## src/rtl/find_best_hop_if.sv

```systemverilog
// Bus bundle between find_best_hop and its surroundings: scan control,
// node identity inputs, the shared data-memory read port and the results.
interface find_best_hop_if;
   logic        start;
   logic [15:0] my_id;
   logic [15:0] my_cluster;
   logic [15:0] my_q;
   logic [7:0]  neighbor_count;
   logic [15:0] data_in;
   logic [10:0] address;
   logic [15:0] nexthop;
   logic [15:0] nextsinks;
   logic [15:0] best_q;
   logic        busy;
   logic        done;

   modport master (
      output start, my_id, my_cluster, my_q, neighbor_count, data_in,
      input  address, nexthop, nextsinks, best_q, busy, done
   );

   modport slave (
      input  start, my_id, my_cluster, my_q, neighbor_count, data_in,
      output address, nexthop, nextsinks, best_q, busy, done
   );
endinterface

```

## src/rtl/find_best_hop.sv

```systemverilog
// find_best_hop: scans the neighbour table in shared data memory and reports
// the best-Q neighbour above the node's own Q (nexthop/best_q) and the first
// in-cluster sink (nextsinks). Memory read data arrives two edges after the
// address is registered, so a two-deep valid/word-select pipeline follows
// each address into the capture stage.
module find_best_hop #(
   parameter logic [10:0] NBR_BASE = 11'h010,
   parameter int          MAX_NBR  = 32,
   parameter logic [15:0] NONE_ID  = 16'd65
) (
   input logic            clock,
   input logic            rst,
   find_best_hop_if.slave bus
);

   localparam int CNT_W = $clog2(4 * MAX_NBR);

   typedef enum logic [1:0] {
      S_IDLE,
      S_SCAN,
      S_DRAIN,
      S_FINISH
   } state_t;

   state_t           state_q;
   state_t           state_d;
   logic             go;
   logic [CNT_W-1:0] wcnt_q;
   logic [CNT_W-1:0] last_q;
   logic             drain_q;

   logic             vld_p0;
   logic             vld_p1;
   logic [1:0]       wsel_p0;
   logic [1:0]       wsel_p1;
   logic [15:0]      id_p2;
   logic [15:0]      cl_p2;
   logic [15:0]      q_p2;

   logic             role_cap;
   logic             ent_ok;
   logic             hop_win;
   logic             sink_win;

   // Index of the last word to read: 4*min(count, MAX_NBR) - 1.
   function automatic logic [CNT_W-1:0] last_word(input logic [7:0] cnt);
      int n;
      n = (int'(cnt) > MAX_NBR) ? MAX_NBR : int'(cnt);
      return CNT_W'(4 * n - 1);
   endfunction

   // Next-state logic; go marks an accepted start in IDLE.
   always_comb begin
      state_d = state_q;
      go      = 1'b0;
      case (state_q)
         S_IDLE: begin
            if (bus.start) begin
               go      = 1'b1;
               state_d = (bus.neighbor_count == 8'd0) ? S_FINISH : S_SCAN;
            end
         end
         S_SCAN:   if (wcnt_q == last_q) state_d = S_DRAIN;
         S_DRAIN:  if (drain_q) state_d = S_FINISH;
         S_FINISH: state_d = S_IDLE;
         default:  state_d = S_IDLE;
      endcase
   end

   // State register.
   always_ff @(posedge clock) begin
      if (rst) state_q <= S_IDLE;
      else     state_q <= state_d;
   end

   // Entry evaluation, done on the edge that captures the role word.
   always_comb begin
      role_cap = vld_p1 && (wsel_p1 == 2'd3);
      ent_ok   = (id_p2 != NONE_ID) && (id_p2 != bus.my_id);
      hop_win  = role_cap && ent_ok && (q_p2 > bus.my_q) && (q_p2 > bus.best_q);
      sink_win = role_cap && ent_ok && (bus.nextsinks == NONE_ID) &&
                 (cl_p2 == bus.my_cluster) && bus.data_in[0];
   end

   // Word-select pipeline and per-entry field capture (data only, no reset).
   always_ff @(posedge clock) begin
      // p0: word select of the address driven this edge
      wsel_p0 <= wcnt_q[1:0];
      // p1: memory is producing that word
      wsel_p1 <= wsel_p0;
      // p2: word lands on data_in and is captured
      if (vld_p1) begin
         case (wsel_p1)
            2'd0:    id_p2 <= bus.data_in;
            2'd1:    cl_p2 <= bus.data_in;
            2'd2:    q_p2  <= bus.data_in;
            default: ;
         endcase
      end
      if (go) last_q <= last_word(bus.neighbor_count);
   end

   // Address generation, valid pipeline, results and status flags.
   always_ff @(posedge clock) begin
      if (rst) begin
         bus.address   <= 11'd0;
         bus.nexthop   <= NONE_ID;
         bus.nextsinks <= NONE_ID;
         bus.best_q    <= 16'd0;
         bus.busy      <= 1'b0;
         bus.done      <= 1'b0;
         wcnt_q        <= '0;
         drain_q       <= 1'b0;
         vld_p0        <= 1'b0;
         vld_p1        <= 1'b0;
      end else begin
         vld_p0  <= (state_q == S_SCAN);
         vld_p1  <= vld_p0;
         drain_q <= (state_q == S_DRAIN) && !drain_q;
         if (go) begin
            bus.busy      <= 1'b1;
            bus.done      <= 1'b0;
            bus.nexthop   <= NONE_ID;
            bus.nextsinks <= NONE_ID;
            bus.best_q    <= 16'd0;
            wcnt_q        <= '0;
         end
         if (state_q == S_SCAN) begin
            bus.address <= NBR_BASE + 11'(wcnt_q);
            wcnt_q      <= wcnt_q + 1'b1;
         end
         if (state_q == S_FINISH) begin
            bus.busy <= 1'b0;
            bus.done <= 1'b1;
         end
         if (hop_win) begin
            bus.nexthop <= id_p2;
            bus.best_q  <= q_p2;
         end
         if (sink_win) bus.nextsinks <= id_p2;
      end
   end

endmodule

```

## src/flat_wrapper.sv

```systemverilog
// flat-port wrapper written by rule: the top's interface ports become plain ports
module find_best_hop_flat 
#(
   parameter logic [10:0] NBR_BASE = 11'h010,
   parameter int          MAX_NBR  = 32,
   parameter logic [15:0] NONE_ID  = 16'd65
)
  (clock, rst, bus_start, bus_my_id, bus_my_cluster, bus_my_q, bus_neighbor_count, bus_data_in, bus_address, bus_nexthop, bus_nextsinks, bus_best_q, bus_busy, bus_done);
  find_best_hop_if bus_i ();
  input logic clock;
  input logic rst;
  input wire logic [$bits(bus_i.start)-1:0] bus_start;
  input wire logic [$bits(bus_i.my_id)-1:0] bus_my_id;
  input wire logic [$bits(bus_i.my_cluster)-1:0] bus_my_cluster;
  input wire logic [$bits(bus_i.my_q)-1:0] bus_my_q;
  input wire logic [$bits(bus_i.neighbor_count)-1:0] bus_neighbor_count;
  input wire logic [$bits(bus_i.data_in)-1:0] bus_data_in;
  output wire logic [$bits(bus_i.address)-1:0] bus_address;
  output wire logic [$bits(bus_i.nexthop)-1:0] bus_nexthop;
  output wire logic [$bits(bus_i.nextsinks)-1:0] bus_nextsinks;
  output wire logic [$bits(bus_i.best_q)-1:0] bus_best_q;
  output wire logic [$bits(bus_i.busy)-1:0] bus_busy;
  output wire logic [$bits(bus_i.done)-1:0] bus_done;
  assign bus_i.start = bus_start;
  assign bus_i.my_id = bus_my_id;
  assign bus_i.my_cluster = bus_my_cluster;
  assign bus_i.my_q = bus_my_q;
  assign bus_i.neighbor_count = bus_neighbor_count;
  assign bus_i.data_in = bus_data_in;
  assign bus_address = bus_i.address;
  assign bus_nexthop = bus_i.nexthop;
  assign bus_nextsinks = bus_i.nextsinks;
  assign bus_best_q = bus_i.best_q;
  assign bus_busy = bus_i.busy;
  assign bus_done = bus_i.done;
  find_best_hop #(.NBR_BASE(NBR_BASE), .MAX_NBR(MAX_NBR), .NONE_ID(NONE_ID)) u_core (.clock(clock), .rst(rst), .bus(bus_i));
endmodule
```

## config.mk

```make
export PLATFORM = sky130hd
export DESIGN_NAME = find_best_hop_flat
export DESIGN_NICKNAME = d
export VERILOG_FILES = /design/src/rtl/find_best_hop_if.sv /design/src/rtl/find_best_hop.sv /design/src/flat_wrapper.sv
export SDC_FILE = /design/constraint.sdc
export NUM_CORES = 1
export LEC_CHECK = 0
export CAP_MARGIN = 0
export CORE_MARGIN = 5
export CORE_UTILIZATION = 45
export DETAILED_ROUTE_END_ITERATION = 8
export PLACE_DENSITY = 0.73
export SYNTH_ARGS = -nofsm -noshare
export SYNTH_HDL_FRONTEND = slang
export SYNTH_SLANG_ARGS = --single-unit
```

## constraint.sdc

```tcl
create_clock -name clock -period 4.5 [get_ports clock]
set_clock_uncertainty 0.1 [all_clocks]
set_input_delay 0.45 -clock clock [delete_from_list [all_inputs] [get_ports clock]]
set_output_delay 0.45 -clock clock [all_outputs]
set_load 0.005 [all_outputs]
```

==> impl_metrics.csv, run 1 <==
group,metric,value,unit
timing,layout_worst_path_cycle_share,0.696,
floorplan,design.core.area,0.0131,sq mm
drt,drt-pass1-iter-count,4,
hold_path,holdPathStages,0,
worst_setup_path,critPathKind,"register to register",
cells_and_area,fraction_of_final_layout_cells_with_drive_strength_greater_than_1,0.0609,
worst_setup_path,cp.required,4.73,ns
timing,total_negative_slack_for_setup_checks,0,ns
worst_setup_path,critPathLaunchType,"register",
cells_and_area,finish.net_count,808,
yosys,postSynthCellCount,563,
floorplan,die_width,125,um
cells_and_area,multi_input_comb_area,0.00263,sq mm
clock_tree,tritoncts_clock_tree,"built",
timing,final_hold_viol_count,0,
drt,remaining_drc_errors,0,
cells_and_area,register_area,0.00307,sq mm
drt,drt_first_iter_violations,210,
worst_setup_path,timing.critical_path.cells,"inv_1 -> ha_1 -> nand2_1 -> inv_1 -> nor2_2 -> buf_4 -> nand2_1 -> mux2i_1",
clock_tree,clockRootBuffer,"sky130_fd_sc_hd__clkbuf_16",
floorplan,die-area,0.0157,sq mm
power,totalPowerFinal,2980,uW
timing,min_tclk_post_route,3.13,ns
clock_tree,post_cts_resized,0,
power,p_leak,0.00315,uW
timing,grt_setup_unrepaired,"false",
drt,detail_route.wirelength,15500,um
cells_and_area,antennaDiodeCount,0,
floorplan,row_count,42,
hold_path,worstHoldPathType,"register to register",
clock_tree,cts_made_buffers,17,
clock_tree,maximum_buffer_depth_of_the_clock_tree,2,
clock_tree,clkSlewWorstSetupHoldPaths,0.06,ns
global_routing,grt.met2_usage,0.339,
yosys,asyncSetResetFlopFracSynth,0,
yosys,synth_largest_area_cell,"sky130_fd_sc_hd__edfxtp_1",
run,maxcap_violations,0,
yosys,syn_area_per_cell,10.7,sq um
drt,antenna_violating_nets_post_route,0,
timing,pins_over_slew_limit,0,
yosys,ys_ff_latch,127,
worst_setup_path,worst_path_largest_cell_delay,0.60,ns
place,routabilityCongestion,0.838,
clock_tree,postCtsHoldBufs,0,
yosys,ys_top_cells_by_area,"sky130_fd_sc_hd__edfxtp_1 (27%), sky130_fd_sc_hd__dfxtp_1 (25%), sky130_fd_sc_hd__ha_1 (8.3%), sky130_fd_sc_hd__mux2i_1 (6.2%), sky130_fd_sc_hd__xnor2_1 (3.5%)",
worst_setup_path,cp_data_arrival_time,3.36,ns
global_routing,globalRoute.totalOverflow,0,
timing,finalSetupViolCount,0,
power,power.ir.vdd_worst,0.000254,V
yosys,yosysWarningCount,0,
global_routing,antenna_found_initial,0,
power,power.density_cell_area,374,mW/mm^2
global_routing,grt.met1_usage,0.231,
drt,wl_per_cell,17.6,um
timing,hold_ws,0.230,ns
drt,routed_via_density,5.18,
worst_setup_path,endpoint_kind,"register",
floorplan,die-height,125,um
floorplan,initial_cell_density_of_the_core,0.456,
global_routing,grt_pass1_wl,24600,um
global_routing,grt_pass1_vias,4733,
yosys,primary_flip_flop_cell_chosen_by_synthesis_mapping,"sky130_fd_sc_hd__dfxtp_1",
timing,relSlewSlack,0.193,
cells_and_area,postLayoutCoreUtil,0.606,
worst_setup_path,crit_path_max_fanout,23,
place,place.port_buffers,132,
clock_tree,worstSkewPairLatency,0.42,ns
yosys,netlist-cell-type-count,45,
global_routing,globalRoute.busiestLayer,"met2",
yosys,synth_enable_flop_cells,53,
place,hpwl_after_detailed_placement,11600,um
floorplan,io_pins,136,
clock_tree,postCtsSetupBuffers,0,
timing,max_freq,319,MHz
place,preCtsSetupSlack,1.14,ns
cells_and_area,area.growth.synth_to_final,32.7,%
yosys,synth-seq-area-share,0.512,
run_status,status,"finished clean",
clock_tree,cts-htree-levels,4,
worst_setup_path,reg2regPathDepth,8,
worst_setup_path,critical_path.slowest_cell,"sky130_fd_sc_hd__nor2_2",
drt,detailroute.via_count,4572,
cells_and_area,layout.filler_cells,1065,
global_routing,grt_start_max_net_pins,74,
timing,worst_slew_pin_slew,1.21,ns
global_routing,grt_use_met3,0.0657,
yosys,syn_area,0.00600,sq mm
yosys,synth_largest_type_area_fraction,0.265,
global_routing,groute.usage.overall,0.199,
timing,worst_case_setup_margin_in_the_final_layout,1.37,ns
clock_tree,numClockSinks,127,
## flip-flops by register name (all words and copies together), names as in the netlist, 5 cells and up
| name | count |
|---|---|
| u_core.bus.nexthop | 16 |
| u_core.bus.nextsinks | 16 |
| u_core.wcnt_q | 7 |
| u_core.last_q | 5 |
| u_core.cl_p2 | 16 |
| u_core.id_p2 | 16 |
| u_core.q_p2 | 16 |
| u_core.bus.address | 8 |
| u_core.bus.best_q | 16 |
## logic make-up after synthesis
logic type / share of synthesized area
simple gates: 0.160
flops: 0.512
buf+inv: 0.0520
compound gates: 0.0626
xor+xnor: 0.0657
fa+ha+maj: 0.0835
mux: 0.0636
other cells: 0.000625
## layer usage
layer | vias up | part of all wire
met2 | 159 | 0.50
met1 | 2171 | 0.40
met3 | 29 | 0.072
li1 | 2213 | -
met4 | 0 | 0.026
met5 | - | 0
## where the power goes
group          switching [uW]  internal (uW)  total, uW
clock network             513            748       1260
logic                     223            183        406
registers                48.4           1260       1310
## layout by cell type, fill, tap and decap left out, types with 21 or more instances in the layout
cell type | Yosys | final
sky130_fd_sc_hd__clkdlybuf4s50_1 | 0 | 131
sky130_fd_sc_hd__dfxtp_1 | 74 | 74
sky130_fd_sc_hd__edfxtp_1 | 53 | 53
sky130_fd_sc_hd__nand2_1 | 49 | 49
sky130_fd_sc_hd__nor2_1 | 49 | 48
sky130_fd_sc_hd__ha_1 | 40 | 40
sky130_fd_sc_hd__inv_1 | 39 | 39
sky130_fd_sc_hd__mux2i_1 | 37 | 37
sky130_fd_sc_hd__nand2b_1 | 32 | 32
sky130_fd_sc_hd__xnor2_1 | 24 | 24
sky130_fd_sc_hd__xor2_1 | 21 | 21
## critical path, delay by kind of cell (launching register included)
family | cells | cell delay [ns]
adder cells (fa/ha/maj) | 1 | 0.21
buffers and inverters | 3 | 0.92
flip-flops | 1 | 0.36
AND/OR/NAND/NOR | 3 | 1.29
multiplexers | 1 | 0.15
## path summary, 6_finish.rpt
path	from	to	slack (ns)
worst min register to register	u_core.wsel_p0[1]	u_core.wsel_p1[1]	0.23
worst max register to register	u_core.state_q[1]	u_core.bus.nexthop[1]	1.37
worst min-delay path	u_core.wsel_p0[1]	u_core.wsel_p1[1]	0.23
worst max-delay path	u_core.state_q[1]	u_core.bus.nexthop[1]	1.37
## synth_stat cells, types with 15 or more instances
| cell | count |
|---|---|
| sky130_fd_sc_hd__edfxtp_1 | 53 |
| sky130_fd_sc_hd__clkbuf_1 | 18 |
| sky130_fd_sc_hd__xnor2_1 | 24 |
| sky130_fd_sc_hd__a21oi_1 | 20 |
| sky130_fd_sc_hd__ha_1 | 40 |
| sky130_fd_sc_hd__nand4_1 | 15 |
| sky130_fd_sc_hd__nor2_1 | 49 |
| sky130_fd_sc_hd__nand2b_1 | 32 |
| sky130_fd_sc_hd__inv_1 | 39 |
| sky130_fd_sc_hd__xor2_1 | 21 |
| sky130_fd_sc_hd__dfxtp_1 | 74 |
| sky130_fd_sc_hd__nand2_1 | 49 |
| sky130_fd_sc_hd__mux2i_1 | 37 |
## metrics by stage
step,instance area (sq um),instances
floorplan,6000,565
global placement,7410,850
detailed placement,7410,850
CTS,7960,882
global route,7960,882
finish,7960,882
## layout make-up
type	count	share of cell area
clock inverter	12	0.00990
clock buffer	20	0.0586
inverter	39	0.0184
multi-input combinational	372	0.330
timing repair buffer	136	0.169
sequential	127	0.386
tap	176	0.0277
Note: power is estimated with default switching activity, not from simulation.
==> inputs of run 2 (changes only) <==
==> constraint.sdc (replaced) <==
create_clock -name clock -period 3.05 [get_ports clock]
set_clock_uncertainty 0.1 [all_clocks]
set_input_delay 0.305 -clock clock [delete_from_list [all_inputs] [get_ports clock]]
set_output_delay 0.305 -clock clock [all_outputs]
set_load 0.005 [all_outputs]
==> run 2 against run 1 <==
Compared with the run above:
- sequential power rose by 48%
- critical path type unchanged
- critical endpoint is now u_core.bus.nexthop[7]
- via count rose by 2.1%
- sequential share of layout area fell by 0.84 points
- combinational power rose by 51%
- non-clock buffer count rose by 7
- clock power rose by 75%
- cell area rose by 2.2%
==> impl_metrics.csv, run 2 (synthesized netlist as in run 1, its figures left out) <==
group,metric,value,unit
global_routing,globalRoute.totalOverflow,0,
hold_path,min_delay_worst_endpoint,"u_core.wsel_p1[0]",
drt,antenna_violating_nets_post_route,0,
floorplan,design.core.area,0.0131,sq mm
clock_tree,worstSkewPairLatency,0.42,ns
power,p_leak,0.00323,uW
drt,detailroute.via_count,4666,
power,totalPowerFinal,4760,uW
worst_setup_path,endpoint_kind,"register",
cells_and_area,fraction_of_final_layout_cells_with_drive_strength_greater_than_1,0.0701,
worst_setup_path,cp.required,3.24,ns
timing,total_negative_slack_for_setup_checks,0,ns
cells_and_area,area.growth.synth_to_final,35.7,%
timing,min_tclk_post_route,2.77,ns
worst_setup_path,critPathKind,"register to register",
run,maxcap_violations,0,
clock_tree,clockRootBuffer,"sky130_fd_sc_hd__clkbuf_16",
worst_setup_path,path_buf_inv,1,
global_routing,grt_pass1_wl,24300,um
clock_tree,cts-htree-levels,4,
worst_setup_path,cp_data_arrival_time,2.96,ns
drt,detail_route.wirelength,15500,um
drt,drt_first_iter_violations,285,
cells_and_area,finish.instance_area,0.00814,sq mm
hold_path,launch_instance_of_the_worst_min_delay_path,"u_core.wsel_p0[0]",
worst_setup_path,startpoint_of_the_most_critical_register_to_register_path,"u_core.q_p2[13]",
worst_setup_path,terminus_of_the_critical_flop_to_flop_path,"u_core.bus.nexthop[7]",
place,place.port_buffers,132,
hold_path,worstHoldPathType,"register to register",
drt,remaining_drc_errors,0,
drt,drt-pass1-iter-count,5,
floorplan,die-area,0.0157,sq mm
worst_setup_path,path_depth,7,
cells_and_area,finish.net_count,815,
cells_and_area,final_cell_mix,"sky130_fd_sc_hd__clkdlybuf4s50_1 (131), sky130_fd_sc_hd__dfxtp_1 (74), sky130_fd_sc_hd__edfxtp_1 (53), sky130_fd_sc_hd__nand2_1 (49), sky130_fd_sc_hd__nor2_1 (48)",
power,power.density_cell_area,584,mW/mm^2
global_routing,groute.usage.overall,0.195,
timing,layout_worst_path_cycle_share,0.907,
worst_setup_path,timing.reg2reg.setup_slack,0.28,ns
timing,worst_slew_pin_slew,0.750,ns
clock_tree,maximum_buffer_depth_of_the_clock_tree,2,
clock_tree,postCtsHoldBufs,0,
worst_setup_path,critical_path.slowest_cell,"sky130_fd_sc_hd__a2111oi_0",
cells_and_area,antennaDiodeCount,0,
global_routing,grt_pass1_vias,4774,
worst_setup_path,worst_path_largest_cell_delay,0.63,ns
timing,final_hold_viol_count,0,
global_routing,antenna_found_initial,0,
clock_tree,postCtsSetupBuffers,0,
clock_tree,post_cts_resized,0,
timing,max_freq,362,MHz
worst_setup_path,crit_path_max_fanout,24,
cells_and_area,leading_cell_type_in_the_layout_fill_and_taps_excluded,"sky130_fd_sc_hd__clkdlybuf4s50_1",
timing,finalSetupViolCount,0,
floorplan,row_count,42,
clock_tree,numClockSinks,127,
place,routabilityCongestion,0.854,
timing,relSlewSlack,0.500,
floorplan,die-height,125,um
drt,wl_per_cell,17.5,um
place,hpwl_after_detailed_placement,11800,um
floorplan,io_pins,136,
global_routing,grt_start_max_net_pins,44,
worst_setup_path,critPathLaunchType,"register",
worst_setup_path,reg2regPathDepth,7,
timing,pins_over_slew_limit,0,
clock_tree,clkSlewWorstSetupHoldPaths,0.05,ns
floorplan,die_width,125,um
drt,routed_via_density,5.25,
power,power.ir.vdd_worst,0.000511,V
worst_setup_path,critPathLaunch,"u_core.q_p2[13]",
run_status,status,"finished clean",
hold_path,holdPathStages,0,
worst_setup_path,timing.critical_path.cells,"ha_1 -> nand4_1 -> a2111oi_0 -> or3_4 -> nand4_4 -> buf_12 -> mux2i_1",
place,place_area,0.00748,sq mm
timing,grt_setup_unrepaired,"false",
worst_setup_path,critical_path.top_delay_family,"simple AND/OR/NAND/NOR gates",
clock_tree,tritoncts_clock_tree,"built",
floorplan,initial_cell_density_of_the_core,0.456,
clock_tree,cts_made_buffers,17,
[run 2: worst reg2reg max path: cells and delay by family, from the launching register on]
family	cells	cell delay (ns)
adder cells (fa/ha/maj)	1	0.34
AND/OR/NAND/NOR	3	0.71
multiplexers	1	0.15
AO/OA/AOI/OAI	1	0.63
buffers and inverters	1	0.27
flip-flops	1	0.44
[run 2: area by class of cell]
type,count,area (sq um)
flip-flops and latches,127,3070
multi-input cells,372,2630
repair buffers,143,1410
well taps,176,220
fillers,1060,5000
clock buffers,20,478
clock inverters,12,180
inverters,39,146
[run 2: layer usage]
layer,global-route usage,vias up,share of wire
met3,0.0614,38,0.065
met1,0.229,2224,0.40
met2,0.333,172,0.50
met4,0.0740,0,0.031
li1,-,2232,-
met5,0,-,0
[run 2: worst max path at each step]
stage / to / slack [ns]
3_3_place_gp: u_core.bus.nexthop[0] / 0.31
5_1_grt: u_core.bus.nexthop[12] / 0.17
2_1_floorplan: u_core.bus.nexthop[6] / 0.78
3_5_place_dp: u_core.bus.nexthop[7] / 0.23
4_1_cts: u_core.bus.nexthop[7] / 0.29
6_report: u_core.bus.nexthop[7] / 0.28
[run 2: stage by stage]
stage | setup slack [ns] | hold slack [ns] | utilization | instances
after floorplan | 0.781 | 0.210 | - | 565
after global routing | 0.172 | 0.243 | 0.619 | 889
final | 0.284 | 0.227 | 0.619 | 889
after CTS | 0.288 | 0.225 | 0.619 | 889
after global placement | 0.308 | 0.219 | 0.569 | 857
after detailed placement | 0.225 | 0.212 | 0.569 | 857
[run 2: where the power goes]
part           leakage, uW  total, uW  internal (uW)  switching [uW]
clock             0.000318       2200           1460             742
combinational      0.00184        615            281             334
sequential         0.00107       1940           1870            72.0
==> inputs of run 3 (changes only) <==
==> constraint.sdc (replaced) <==
create_clock -name clock -period 2.9 [get_ports clock]
set_clock_uncertainty 0.1 [all_clocks]
set_input_delay 0.29 -clock clock [delete_from_list [all_inputs] [get_ports clock]]
set_output_delay 0.29 -clock clock [all_outputs]
set_load 0.005 [all_outputs]
==> run 3 against run 2 <==
Compared with the run above:
- via count decreased by 0.66%
- maximum frequency grew 9.3%
- flip-flop and latch count did not move
- non-clock buffer count increased by 1
- critical endpoint is now u_core.bus.nexthop[15]
==> impl_metrics.csv, run 3 (synthesized netlist as in run 1, its figures left out) <==
group,metric,value,unit
run_status,status,"finished clean",
drt,wl_per_cell,17.7,um
hold_path,launch_instance_of_the_worst_min_delay_path,"u_core.wsel_p0[0]",
drt,antenna_violating_nets_post_route,0,
worst_setup_path,critical_path.slowest_cell,"sky130_fd_sc_hd__edfxtp_1",
worst_setup_path,terminus_of_the_critical_flop_to_flop_path,"u_core.bus.nexthop[15]",
worst_setup_path,critPathLaunchType,"register",
clock_tree,postCtsHoldBufs,0,
clock_tree,clockRootBuffer,"sky130_fd_sc_hd__clkbuf_16",
place,placed_cells_incl_taps,858,
cells_and_area,finish.instance_area,0.00812,sq mm
worst_setup_path,timing.reg2reg.setup_slack,0.37,ns
place,routabilityCongestion,0.854,
global_routing,groute.usage.overall,0.203,
global_routing,grt_pass1_wl,25300,um
power,power.density_cell_area,603,mW/mm^2
floorplan,die-area,0.0157,sq mm
timing,total_negative_slack_for_setup_checks,0,ns
power,p_leak,0.00322,uW
clock_tree,worstSkewPairLatency,0.41,ns
floorplan,die_width,125,um
floorplan,design.core.area,0.0131,sq mm
timing,final_hold_viol_count,0,
cells_and_area,layout.filler_cells,1061,
drt,met3_length,1050,um
hold_path,holdPathStages,0,
clock_tree,numClockSinks,127,
clock_tree,clkSlewWorstSetupHoldPaths,0.06,ns
place,hpwl_after_detailed_placement,11800,um
drt,drt_first_iter_violations,285,
floorplan,io_pins,136,
worst_setup_path,timing.critical_path.cells,"ha_1 -> a21oi_1 -> o21ai_0 -> a221o_1 -> or3_4 -> nand4_4 -> buf_12 -> mux2i_1",
cells_and_area,area.growth.synth_to_final,35.4,%
worst_setup_path,endpoint_kind,"register",
power,power.ir.vdd_worst,0.000410,V
cells_and_area,final_cell_mix,"sky130_fd_sc_hd__clkdlybuf4s50_1 (131), sky130_fd_sc_hd__dfxtp_1 (74), sky130_fd_sc_hd__edfxtp_1 (53), sky130_fd_sc_hd__nand2_1 (49), sky130_fd_sc_hd__nor2_1 (48)",
worst_setup_path,reg2regPathDepth,8,
drt,detailroute.via_count,4635,
cells_and_area,finish.cell_count_without_fillers,890,
clock_tree,cts_made_buffers,17,
timing,worst_slew_pin_slew,0.735,ns
drt,drt-pass1-iter-count,5,
timing,max_freq,395,MHz
timing,pins_over_slew_limit,0,
drt,route.top_layer_used,"met4",
hold_path,worstHoldPathType,"register to register",
timing,hold_ws,0.230,ns
timing,relSlewSlack,0.510,
timing,layout_worst_path_cycle_share,0.872,
global_routing,antenna_found_initial,0,
drt,detail_route.wirelength,15800,um
global_routing,globalRoute.totalOverflow,0,
timing,finalSetupViolCount,0,
floorplan,initial_cell_density_of_the_core,0.456,
clock_tree,post_cts_resized,0,
hold_path,min_delay_worst_endpoint,"u_core.wsel_p1[0]",
worst_setup_path,startpoint_of_the_most_critical_register_to_register_path,"u_core.q_p2[7]",
drt,routed_via_density,5.21,
run,maxcap_violations,0,
worst_setup_path,cp_data_arrival_time,2.77,ns
drt,route.met2.wl,7960,um
floorplan,die-height,125,um
worst_setup_path,cp.required,3.14,ns
drt,remaining_drc_errors,0,
clock_tree,cts-htree-levels,4,
worst_setup_path,crit_path_max_fanout,24,
drt,route.layer.met1.wl,6330,um
clock_tree,postCtsSetupBuffers,0,
cells_and_area,leading_cell_type_in_the_layout_fill_and_taps_excluded,"sky130_fd_sc_hd__clkdlybuf4s50_1",
worst_setup_path,critPathKind,"register to register",
floorplan,row_count,42,
timing,min_tclk_post_route,2.53,ns
cells_and_area,postLayoutCoreUtil,0.618,
cells_and_area,finish.net_count,816,
global_routing,grt_pass1_vias,4865,
timing,grt_setup_unrepaired,"false",
global_routing,grt_start_max_net_pins,44,
clock_tree,maximum_buffer_depth_of_the_clock_tree,2,
worst_setup_path,worst_path_largest_cell_delay,0.44,ns
place,place_area,0.00750,sq mm
clock_tree,tritoncts_clock_tree,"built",
place,place.port_buffers,132,
cells_and_area,antennaDiodeCount,0,
cells_and_area,fraction_of_final_layout_cells_with_drive_strength_greater_than_1,0.0714,
[run 3: layer usage]
metal	up-vias	global-route usage
met5	-	0
met2	183	0.350
met1	2198	0.236
met3	29	0.0618
met4	0	0.0778
li1	2225	-
[run 3: per-stage QoR]
stage | power (uW) | worst slack [ns]
floorplan | 2430 | 0.631
global placement | 2690 | 0.322
detailed placement | 2710 | 0.226
CTS | 4920 | 0.355
global route | 5080 | 0.174
finish | 4890 | 0.370
[run 3: power breakdown]
group / internal, uW / total, uW / switching [uW]
clock: 1350 / 2210 / 860
sequential: 1960 / 2040 / 76.0
combinational: 295 / 645 / 350
[run 3: how the worst max path moves through the flow]
stage,from,to,slack (ns),depth (start not counted)
2_1_floorplan,u_core.q_p2[14],u_core.bus.nexthop[6],0.63,8
3_3_place_gp,bus_my_q[13],u_core.bus.nexthop[3],0.32,10
3_5_place_dp,bus_my_q[2],u_core.bus.nexthop[15],0.23,10
4_1_cts,u_core.q_p2[5],u_core.bus.nexthop[15],0.36,8
5_1_grt,u_core.bus.best_q[5],u_core.bus.nexthop[12],0.17,9
6_report,u_core.q_p2[7],u_core.bus.nexthop[15],0.37,8
[run 3: area by class of cell]
class / count / area (sq um) / share of cell area
repair buffers: 144 / 1430 / 0.176
well taps: 176 / 220 / 0.0271
clock inverters: 14 / 171 / 0.0211
flip-flops and latches: 127 / 3070 / 0.378
multi-input cells: 372 / 2630 / 0.324
clock buffers: 18 / 450 / 0.0555
inverters: 39 / 146 / 0.0180
[run 3: critical path: cells and delay by family (launching register included)]
kind            cells  cell delay, ns
compound gates      3            0.62
simple gates        2            0.52
fa+ha+maj           1            0.34
flops               1            0.44
buf+inv             1            0.20
mux                 1            0.21
